<file path="src/rtl/ma_stage.sv">
// Memory-access stage: issues loads/stores on the dmem req/ready port and
// registers results (PC, instruction, ALU result, load data, fault flags) for write-back.
//
// Handshake: dmem_req rises together with stable dmem_we/addr/wdata/wstrb and
// stays high, unchanged, until a posedge samples dmem_ready=1 (transfer done,
// dmem_rdata captured on that same edge). If TIMEOUT cycles pass first, the
// access is abandoned and flagged as a bus error. Towards EX, MA_busy=1 means
// "not ready": EX must hold its output registers on that edge.
module ma_stage #(
  parameter int TIMEOUT = 16
) (
  input  logic        clk1,
  input  logic        rst,
  input  logic        stall,
  input  logic [31:0] EX_PC,
  input  logic [31:0] EX_instruction,
  input  logic [31:0] EX_aluresult,
  input  logic [31:0] EX_op2,
  output logic        dmem_req,
  output logic        dmem_we,
  output logic [31:0] dmem_addr,
  output logic [31:0] dmem_wdata,
  output logic [3:0]  dmem_wstrb,
  input  logic        dmem_ready,
  input  logic [31:0] dmem_rdata,
  output logic        MA_busy,
  output logic [31:0] MA_PC,
  output logic [31:0] MA_instruction,
  output logic [31:0] MA_aluresult,
  output logic [31:0] MA_ldresult,
  output logic        MA_misaligned,
  output logic        MA_bus_error,
  output logic [1:0]  ma_state
);

  localparam logic [6:0]  OP_LOAD  = 7'b0000011;
  localparam logic [6:0]  OP_STORE = 7'b0100011;
  localparam logic [31:0] NOP      = 32'h0000_0013;
  localparam int          CW       = $clog2(TIMEOUT);
  localparam logic [CW-1:0] LAST   = CW'(TIMEOUT - 1);

  typedef enum logic [1:0] {S_IDLE = 2'd0, S_WAIT = 2'd1, S_DONE = 2'd2} state_t;

  state_t        state, state_nx;
  logic [CW-1:0] counter;
  logic [2:0]    lat_f3;
  logic [1:0]    lat_lo;
  logic [31:0]   cap_ld;
  logic          cap_err;

  logic [2:0]  funct3;
  logic        is_load, is_store, misaligned, aligned_mem;
  logic [31:0] st_wdata;
  logic [3:0]  st_wstrb;
  logic [7:0]  ld_byte;
  logic [15:0] ld_half;
  logic [31:0] ld_ext;
  logic        start, finish_ok, timeout, pass, retire;

  assign funct3   = EX_instruction[14:12];
  assign is_load  = (EX_instruction[6:0] == OP_LOAD);
  assign is_store = (EX_instruction[6:0] == OP_STORE);
  assign ma_state = state;

  // Decode the EX instruction: alignment check and store lane formatting.
  always_comb begin
    misaligned  = (is_load | is_store) &
                  (((funct3[1:0] == 2'b01) & EX_aluresult[0]) |
                   ((funct3[1:0] == 2'b10) & (EX_aluresult[1:0] != 2'b00)));
    aligned_mem = (is_load | is_store) & ~misaligned;
    st_wdata    = EX_op2;
    st_wstrb    = 4'b1111;
    case (funct3[1:0])
      2'b00: begin
        st_wdata = {4{EX_op2[7:0]}};
        st_wstrb = 4'b0001 << EX_aluresult[1:0];
      end
      2'b01: begin
        st_wdata = {2{EX_op2[15:0]}};
        st_wstrb = 4'b0011 << EX_aluresult[1:0];
      end
      default: begin
        st_wdata = EX_op2;
        st_wstrb = 4'b1111;
      end
    endcase
  end

  // Extract and extend the load lane selected by the latched address/width.
  always_comb begin
    ld_byte = 8'h00;
    case (lat_lo)
      2'd0:    ld_byte = dmem_rdata[7:0];
      2'd1:    ld_byte = dmem_rdata[15:8];
      2'd2:    ld_byte = dmem_rdata[23:16];
      default: ld_byte = dmem_rdata[31:24];
    endcase
    ld_half = lat_lo[1] ? dmem_rdata[31:16] : dmem_rdata[15:0];
    case (lat_f3)
      3'b000:  ld_ext = {{24{ld_byte[7]}}, ld_byte};
      3'b001:  ld_ext = {{16{ld_half[15]}}, ld_half};
      3'b010:  ld_ext = dmem_rdata;
      3'b100:  ld_ext = {24'h0, ld_byte};
      3'b101:  ld_ext = {16'h0, ld_half};
      default: ld_ext = 32'h0;
    endcase
  end

  // Next-state logic and one-cycle action strobes for the register blocks.
  always_comb begin
    state_nx  = state;
    start     = 1'b0;
    finish_ok = 1'b0;
    timeout   = 1'b0;
    pass      = 1'b0;
    retire    = 1'b0;
    case (state)
      S_IDLE: if (!stall) begin
        if (aligned_mem) begin
          start    = 1'b1;
          state_nx = S_WAIT;
        end else begin
          pass = 1'b1;
        end
      end
      S_WAIT: if (dmem_ready) begin
        finish_ok = 1'b1;
        state_nx  = S_DONE;
      end else if (counter == LAST) begin
        timeout  = 1'b1;
        state_nx = S_DONE;
      end
      S_DONE: if (!stall) begin
        retire   = 1'b1;
        state_nx = S_IDLE;
      end
      default: state_nx = S_IDLE;
    endcase
  end

  // A DONE op also holds EX, except that EX advances on the edge MA retires it.
  assign MA_busy = stall | ((state == S_IDLE) & aligned_mem) | (state == S_WAIT);

  // State register and WAIT-cycle counter.
  always_ff @(posedge clk1) begin
    if (rst) begin
      state   <= S_IDLE;
      counter <= '0;
    end else begin
      state <= state_nx;
      if (start || retire) counter <= '0;
      else if (state == S_WAIT) counter <= counter + 1'b1;
    end
  end

  // Data-memory port registers and captured completion results.
  always_ff @(posedge clk1) begin
    if (rst) begin
      dmem_req   <= 1'b0;
      dmem_we    <= 1'b0;
      dmem_addr  <= 32'h0;
      dmem_wdata <= 32'h0;
      dmem_wstrb <= 4'h0;
      lat_f3     <= 3'h0;
      lat_lo     <= 2'h0;
      cap_ld     <= 32'h0;
      cap_err    <= 1'b0;
    end else begin
      if (start) begin
        dmem_req   <= 1'b1;
        dmem_we    <= is_store;
        dmem_addr  <= {EX_aluresult[31:2], 2'b00};
        dmem_wdata <= is_store ? st_wdata : 32'h0;
        dmem_wstrb <= is_store ? st_wstrb : 4'h0;
        lat_f3     <= funct3;
        lat_lo     <= EX_aluresult[1:0];
        cap_ld     <= 32'h0;
        cap_err    <= 1'b0;
      end
      if (finish_ok) begin
        dmem_req <= 1'b0;
        cap_ld   <= dmem_we ? 32'h0 : ld_ext;
        cap_err  <= 1'b0;
      end
      if (timeout) begin
        dmem_req <= 1'b0;
        cap_ld   <= 32'h0;
        cap_err  <= 1'b1;
      end
    end
  end

  // Write-back registers: pass-through in IDLE, completed memory op from DONE.
  always_ff @(posedge clk1) begin
    if (rst) begin
      MA_PC          <= 32'h0;
      MA_instruction <= NOP;
      MA_aluresult   <= 32'h0;
      MA_ldresult    <= 32'h0;
      MA_misaligned  <= 1'b0;
      MA_bus_error   <= 1'b0;
    end else if (pass || retire) begin
      MA_PC          <= EX_PC;
      MA_instruction <= EX_instruction;
      MA_aluresult   <= EX_aluresult;
      MA_ldresult    <= retire ? cap_ld : 32'h0;
      MA_misaligned  <= pass & misaligned;
      MA_bus_error   <= retire & cap_err;
    end
  end

endmodule

</file>
<file path="config.mk">
export PLATFORM = sky130hd
export DESIGN_NAME = ma_stage
export DESIGN_NICKNAME = d
export VERILOG_FILES = /design/src/rtl/ma_stage.sv
export SDC_FILE = /design/constraint.sdc
export NUM_CORES = 1
export LEC_CHECK = 0
export BUFFER_PORTS_ARGS = -buffer_cell sky130_fd_sc_hd__buf_2
export CAP_MARGIN = 20
export CORE_AREA = 2 2 160 162
export DETAILED_ROUTE_END_ITERATION = 8
export DIE_AREA = 0 0 162 164
export PLACE_DENSITY = 0.66
export SYNTH_ARGS = -nofsm -noshare
export SYNTH_HDL_FRONTEND = slang
export SYNTH_SLANG_ARGS = --single-unit
</file>
<file path="constraint.sdc">
create_clock -name clk1 -period 1.98 [get_ports clk1]
set_input_delay 0 -clock clk1 [delete_from_list [all_inputs] [get_ports clk1]]
set_output_delay 0 -clock clk1 [all_outputs]
set_load 0.1 [all_outputs]
</file>
==> results of run 1 <==
==> worst max path at each step <==
| stage | start | endpoint | slack, ps | cells after the start |
|---|---|---|---|---|
| global route | EX_instruction[12] | MA_busy | -10 | 8 |
| global placement | EX_instruction[12] | dmem_wdata[2] | 150 | 5 |
| detailed placement | EX_instruction[12] | dmem_wdata[30] | 140 | 5 |
| floorplan | ma_state[0] | cap_ld[22] | 6 | 6 |
| CTS | EX_instruction[4] | MA_busy | 4 | 8 |
| finish | EX_instruction[13] | MA_busy | 90 | 8 |
==> through the flow <==
stage          area (µm²)  hold WS (ps)  power [µW]  instances
6_report            14700           107       12600       1854
5_1_grt             14700          97.1       13100       1854
4_1_cts             14700          85.4       12700       1852
3_5_place_dp        12100           258        7130       1638
3_3_place_gp        12100           247        7110       1638
2_1_floorplan        9840           126        6620       1001
==> timing repair <==
action	in CTS	in global routing
buffers inserted	0	0
endpoints found under the hold margin	203	0
gates resized for setup	0	6
hold buffers	166	0
endpoints found under the setup margin	0	6
==> cell families after synthesis <==
logic type | after synthesis
and+or+nand+nor | 281
DFF | 242
AOI/OAI and AO/OA | 241
muxes | 134
buffers and inverters | 98
xor gates and xnor gates | 2
adders and majority gates | 1
other | 1
==> cell type report <==
type	instances	area, µm²	share of cell area
tap	330	413	0.0280
multi-input combinational	661	4600	0.312
inverter	5	23.8	0.00161
clock buffer	35	766	0.0520
sequential	242	4850	0.329
antenna	1	2.50	0.000170
timing repair buffer	567	3890	0.264
clock inverter	13	186	0.0127
==> power by group through the flow <==
stage / Sequential (µW) / Clock [µW] / Combinational (µW)
detailed placement: 5170 / 0 / 1960
finish: 5060 / 5330 / 2260
CTS: 5060 / 5430 / 2220
global route: 5070 / 5640 / 2350
floorplan: 6090 / 0 / 529
global placement: 5160 / 0 / 1950
==> layout by cell type (no fill, tap or decap), drive strengths merged, types with 2 or more instances in the layout <==
cell,netlist,layout
nor2b,3,3
inv,5,7
mux4,8,8
a21o,2,2
nor3b,4,4
clkbuf,55,35
a222oi,5,5
nor2,20,20
clkinv,0,3
o2bb2ai,49,49
nand4,2,2
bufinv,0,4
nor3,5,5
a221oi,8,8
dfxtp,242,242
xnor2,2,2
a221o,2,2
buf,38,401
mux2i,122,122
or2,2,2
a32o,33,33
a22o,17,17
conb,1,2
a211oi,3,3
nand2,198,198
nand2b,3,3
a22oi,16,16
a21oi,48,48
nand3,37,37
a31oi,4,4
o21ai,48,48
dlygate4sd3,0,166
clkinvlp,0,4
mux2,4,4
==> routing by layer <==
metal | up-vias | GRT usage | part of all wire
li1 | 4610 | - | -
met1 | 4538 | 0.293 | 0.40
met2 | 458 | 0.433 | 0.49
met3 | 86 | 0.0619 | 0.081
met4 | 0 | 0.0869 | 0.032
met5 | - | 0 | 0
==> tightest hold or removal path, cell delays in order <==
cell	delay [ps]
buf_2	90
and4bb_2	270
a31oi_1	170
nor3_1	60
==> flip-flops by register name, indices dropped and copies added, names as in the netlist <==
register / count
dmem_req: 1
cap_err: 1
dmem_addr: 30
counter: 4
MA_misaligned: 1
dmem_wdata: 32
lat_lo: 2
ma_state: 2
lat_f3: 3
cap_ld: 32
MA_ldresult: 32
MA_PC: 32
dmem_we: 1
MA_instruction: 32
dmem_wstrb: 4
MA_bus_error: 1
MA_aluresult: 32
==> reports/results.tsv, run 1 <==
stage	metric	value	unit
synthesis	mux cell area share after synthesis	0.147	
clock_tree	clock sink total	242	
synthesis	Avg Inst Size Synth	9.83	µm²
timing	Final Hold Vio Count	0	
run_status	outcome	complete, no violations	
synthesis	top-count cell post-synth	dfxtp_1	
critical_path	arrival time at the worst endpoint	1890	ps
route	WL per Instance	18.4	µm
power_and_ir_drop	Leakage Power	0.00671	µW
critical_path	Setup CP Type	in -> out	
layout	final design utilization	0.594	
worst_hold_path	hold path endpoint	MA_misaligned	
synthesis	Synth Area in Adders	0.00127	
layout	Layout area overhead	49.8	%
worst_hold_path	hold_sp	EX_instruction[2]	
timing	clock skew	14.1	ps
synthesis	Main synth FF type	dfxtp_1	
worst_hold_path	worst hold stages	4	
power_and_ir_drop	Clk pwr share	0.421	
timing	Final Slew Violations	0	
route	antenna-violating nets left	0	
critical_path	crit path buf inv count	4	
synthesis	post-synthesis xor/xnor area fraction	0.00254	
route	DR DRC count	0	
floorplan	Die W	162	µm
timing	highest clock rate	529	MHz
synthesis	synthesized instance count	1000	
synthesis	ys async rst share	0	
clock_tree	CTS tree	built	
floorplan	Rows	58	
global_routing	initial antenna violation count	1	
clock_tree	Root Driver	clkbuf_16	
synthesis	synth top area cells	dfxtp_1 (49%), mux2i_1 (12%), nand2_1 (7.6%)	
floorplan	DIE HEIGHT	164	µm
route	routed vias/inst	5.23	
synthesis	Synth cell types	52	
synthesis	FF+latch count, synth	242	
critical_path	FF-to-FF path depth	6	
critical_path	CP Launch Type	primary input	
floorplan	IO Pins	367	
timing	final setup vio count	0	
critical_path	CP required	1980	ps
timing	worst slew pin tran	987	ps
layout	number of fill cells	2082	
synthesis	Yosys top cell by area	dfxtp_1	
critical_path	Top delay family on crit path	buffers and inverters	
power_and_ir_drop	Internal	8920	µW
critical_path	reg-to-reg startpoint	ma_state[0]	
critical_path	CP Max Fanout	14	
place	post-DP HPWL	21600	µm
timing	Setup TNS	0	ps
global_routing	pin count of the biggest net entering global routing	120	
critical_path	worst stage delay on the critical path	560	ps
power_and_ir_drop	combinational share of power	0.178	
critical_path	R2R Setup Slk	130	ps
timing	Tcrit/Tclk final	0.955	
place	Final Wtd Congestion	0.890	
route	Starting DRT DRC Count	602	
clock_tree	H-tree levels	1	
critical_path	Crit Reg-Reg Endpoint	lat_f3[0]	
timing	RSZ-0062 raised after global routing	yes	
synthesis	post-synthesis instance area	0.00983	mm²
floorplan	initial core utilization	0.396	
power_and_ir_drop	Seq pwr share	0.400	
clock_tree	Clock Path Buffers	3	
synthesis	Seq/Total Area, Yosys	0.493	
timing	min cycle time layout	1890	ps
power_and_ir_drop	Switching Fraction	0.295	
power_and_ir_drop	Net Switching	3730	µW
synthesis	Post-synth EDFFs	0	
synthesis	Synth top cells by count	dfxtp_1 (242), nand2_1 (198), mux2i_1 (122)	
clock_tree	Reg clk slew, reported paths	60	ps
timing	setup ws final	89.9	ps
global_routing	global-route wire length before repair	52600	µm
worst_hold_path	Hold Path Class	in -> reg	
synthesis	Compound-Gate Fraction of Synth Area	0.188	
clock_tree	TritonCTS Buffers	27	
critical_path	CP endpoint kind	primary output	
global_routing	vias in the first global route	9950	
route	drt pass-1 iters	5	
synthesis	synth warn	0	
route	DRT Wirelength	34100	µm
synthesis	Synth top area share	0.493	
power_and_ir_drop	PD cells	859	mW/mm²
floorplan	Core ar.	0.0248	mm²
synthesis	simple-gate share of the synthesized area	0.121	
critical_path	worst-path cell chain	dlygate4sd3_1 > buf_2 > xnor2_2 > o2111a_2 > buf_6 > o21ai_0 > nand2b_1 > buf_12	
route	total number of vias	9692	
critical_path	CP max-delay cell	dlygate4sd3_1	
layout	share of cells above drive strength 1	0.322	
floorplan	full die area	0.0266	mm²
layout	Final #Nets	1669	
place	DP Worst Slack	136	ps
place	IO Port Bufs	364	
global_routing	GRT Util Overall	0.246	
synthesis	combinational family with the most area after synthesis	compound AO/OA/AOI/OAI gates	
global_routing	global route overflow	0	
clock_tree	worst skew pair latency	530	ps
power_and_ir_drop	worst vdd ir	0.600	mV
flow_run	max-cap viol count	0	
timing	max_slew headroom	0.339	
(Power assumes the default switching activity.)
==> run 2, diff against run 1 <==
Settings changed: PLACE_DENSITY 0.66 to 0.68, REMOVE_ABC_BUFFERS set to 1.
==> reports/results.tsv, run 2 (synthesized netlist as in run 1, its figures left out) <==
stage	metric	value	unit	change
worst_hold_path	Hold Path Class	in -> reg		unchanged
clock_tree	TritonCTS Buffers	26		was 27
critical_path	crit path launch	EX_instruction[3]		was EX_instruction[13]
timing	clock skew	9.76	ps	was 14.1 ps
layout	number of fill cells	2064		was 2082
power_and_ir_drop	PD cells	833	mW/mm²	was 859 mW/mm²
route	Starting DRT DRC Count	827		was 602
power_and_ir_drop	Net Switching	3610	µW	was 3730 µW
power_and_ir_drop	Leakage Power	0.00673	µW	was 0.00671 µW
floorplan	Rows	58		unchanged
floorplan	full die area	0.0266	mm²	unchanged
clock_tree	CTS tree	built		unchanged
power_and_ir_drop	Internal	8660	µW	was 8920 µW
critical_path	CP endpoint kind	primary output		unchanged
critical_path	R2R Setup Slk	160	ps	was 130 ps
place	Final Wtd Congestion	0.828		was 0.890
critical_path	FF-to-FF path depth	5		was 6
clock_tree	H-tree levels	1		unchanged
layout	Final #Nets	1676		was 1669
route	antenna-violating nets left	0		unchanged
place	dpl cell area	0.0122	mm²	was 0.0121 mm²
timing	final setup vio count	0		unchanged
global_routing	global-route wire length before repair	50500	µm	was 52600 µm
route	total number of vias	9693		was 9692
timing	Final Hold Vio Count	0		unchanged
clock_tree	Post-CTS Setup Bufs	0		unchanged
floorplan	IO Pins	367		unchanged
global_routing	pin count of the biggest net entering global routing	154		was 120
power_and_ir_drop	combinational share of power	0.184		was 0.178
layout	share of cells above drive strength 1	0.321		was 0.322
layout	Ant. Diodes	0		was 1
timing	min cycle time layout	1900	ps	was 1890 ps
timing	highest clock rate	526	MHz	was 529 MHz
timing	Fin Hold WS	276	ps	was 107 ps
layout	most common cell after layout, fill and taps aside	buf_2		unchanged
route	DR DRC count	0		unchanged
layout	most frequent cells in the layout	buf_2 (363), dfxtp_1 (242), nand2_1 (198)		was buf_2 (363), dfxtp_1 (238), nand2_1 (198)
critical_path	reg-to-reg startpoint	ma_state[0]		unchanged
critical_path	CP Max Fanout	4		was 14
route	routed vias/inst	5.21		was 5.23
global_routing	initial antenna violation count	0		was 1
floorplan	Die W	162	µm	unchanged
global_routing	GRT Util Overall	0.233		was 0.246
power_and_ir_drop	Seq pwr share	0.413		was 0.400
global_routing	vias in the first global route	9629		was 9950
clock_tree	Root Driver	clkbuf_16		unchanged
timing	Setup TNS	0	ps	unchanged
power_and_ir_drop	worst vdd ir	0.628	mV	was 0.600 mV
run_status	outcome	complete, no violations		unchanged
floorplan	Core ar.	0.0248	mm²	unchanged
layout	area of the multi-input gates	0.00459	mm²	was 0.00460 mm²
critical_path	Setup CP Type	in -> out		unchanged
timing	Tcrit/Tclk final	0.961		was 0.955
place	post-DP HPWL	20800	µm	was 21600 µm
layout	Layout area overhead	49.7	%	was 49.8%
route	drt pass-1 iters	6		was 5
critical_path	arrival time at the worst endpoint	1900	ps	was 1890 ps
timing	max_slew headroom	0.270		was 0.339
worst_hold_path	hold_sp	EX_instruction[18]		was EX_instruction[2]
timing	setup ws final	77.5	ps	was 89.9 ps
timing	RSZ-0062 raised after global routing	no		was yes
critical_path	CP required	1980	ps	about the same
clock_tree	worst skew pair latency	520	ps	was 530 ps
layout	Final Cell Area	0.0147	mm²	about the same
layout	storage element area	0.00484	mm²	was 0.00485 mm²
place	DP Worst Slack	109	ps	was 136 ps
floorplan	DIE HEIGHT	164	µm	unchanged
power_and_ir_drop	Clk pwr share	0.404		was 0.421
place	IO Port Bufs	364		unchanged
route	DRT Wirelength	32700	µm	was 34100 µm
clock_tree	Clock Path Buffers	3		unchanged
route	WL per Instance	17.6	µm	was 18.4 µm
clock_tree	Reg clk slew, reported paths	60	ps	about the same
flow_run	max-cap viol count	0		unchanged
power_and_ir_drop	Switching Fraction	0.294		was 0.295
clock_tree	clock sink total	242		unchanged
critical_path	CP Launch Type	primary input		unchanged
critical_path	Crit Reg-Reg Endpoint	dmem_wdata[8]		was lat_f3[0]
critical_path	crit path to	MA_busy		unchanged
global_routing	global route overflow	0		unchanged
timing	Final Slew Violations	0		unchanged
timing	worst slew pin tran	1090	ps	was 987 ps
floorplan	initial core utilization	0.396		unchanged
layout	final design utilization	0.593		was 0.594
run 2: changes by cell type in the layout (fill, tap and decap cells not counted), moves of 3 or more:
cell / before / now
dfxtp_2: 4 / 0
bufinv_16: 4 / 1
buf_4: 27 / 36
clkbuf_8: 6 / 10
clkinvlp_4: 4 / 1
dfxtp_1: 238 / 242
run 2: power by group through the flow:
stage	registers, µW	logic, µW	clock network [µW]
after floorplan	6090	539	0
after global placement	5160	1950	0
after detailed placement	5170	1970	0
after CTS	5060	2220	5050
after global routing	5070	2360	5220
final	5060	2260	4950
run 2: layout make-up:
cell class                 count  area share
timing repair buffer         575       0.270
multi-input combinational    661       0.312
clock inverter                 6     0.00391
tap                          330      0.0280
clock buffer                  41      0.0563
inverter                       5     0.00161
sequential                   242       0.329
run 2: per-stage QoR:
step                instances  power (µW)
finish                   1860       12300
global route             1860       12700
CTS                      1859       12300
detailed placement       1648        7130
global placement         1648        7110
floorplan                 908        6630
run 2: worst min path at each step:
stage                         endpoint  slack, ps  cells past startpoint
floorplan                      cap_err         70                      1
global placement    MA_instruction[19]        250                      3
detailed placement  MA_instruction[19]        250                      3
CTS                      dmem_wdata[5]        240                      3
global route             dmem_wdata[5]        290                      3
finish              MA_instruction[18]        280                      4
run 2: timing repair:
item	CTS	global route
resized for setup	0	2
hold buffers	164	0
setup endpoints to repair	0	1
endpoints found under the hold margin	202	0
run 2: layer usage:
metal / routed length, µm / share of wire / track usage / up-vias
met4: 1290 / 0.040 / 0.0873 / 0
met2: 16000 / 0.49 / 0.404 / 382
li1: - / - / - / 4631
met3: 1890 / 0.058 / 0.0407 / 94
met5: 0 / 0 / 0 / -
met1: 13500 / 0.41 / 0.290 / 4586
run 2: critical path, cell delays in order:
cell           delay, ps
dlygate4sd3_1        530
buf_2                130
and4bb_4             380
o2111a_2             260
buf_4                180
o21ai_1               90
nand2b_1             140
buf_12               180
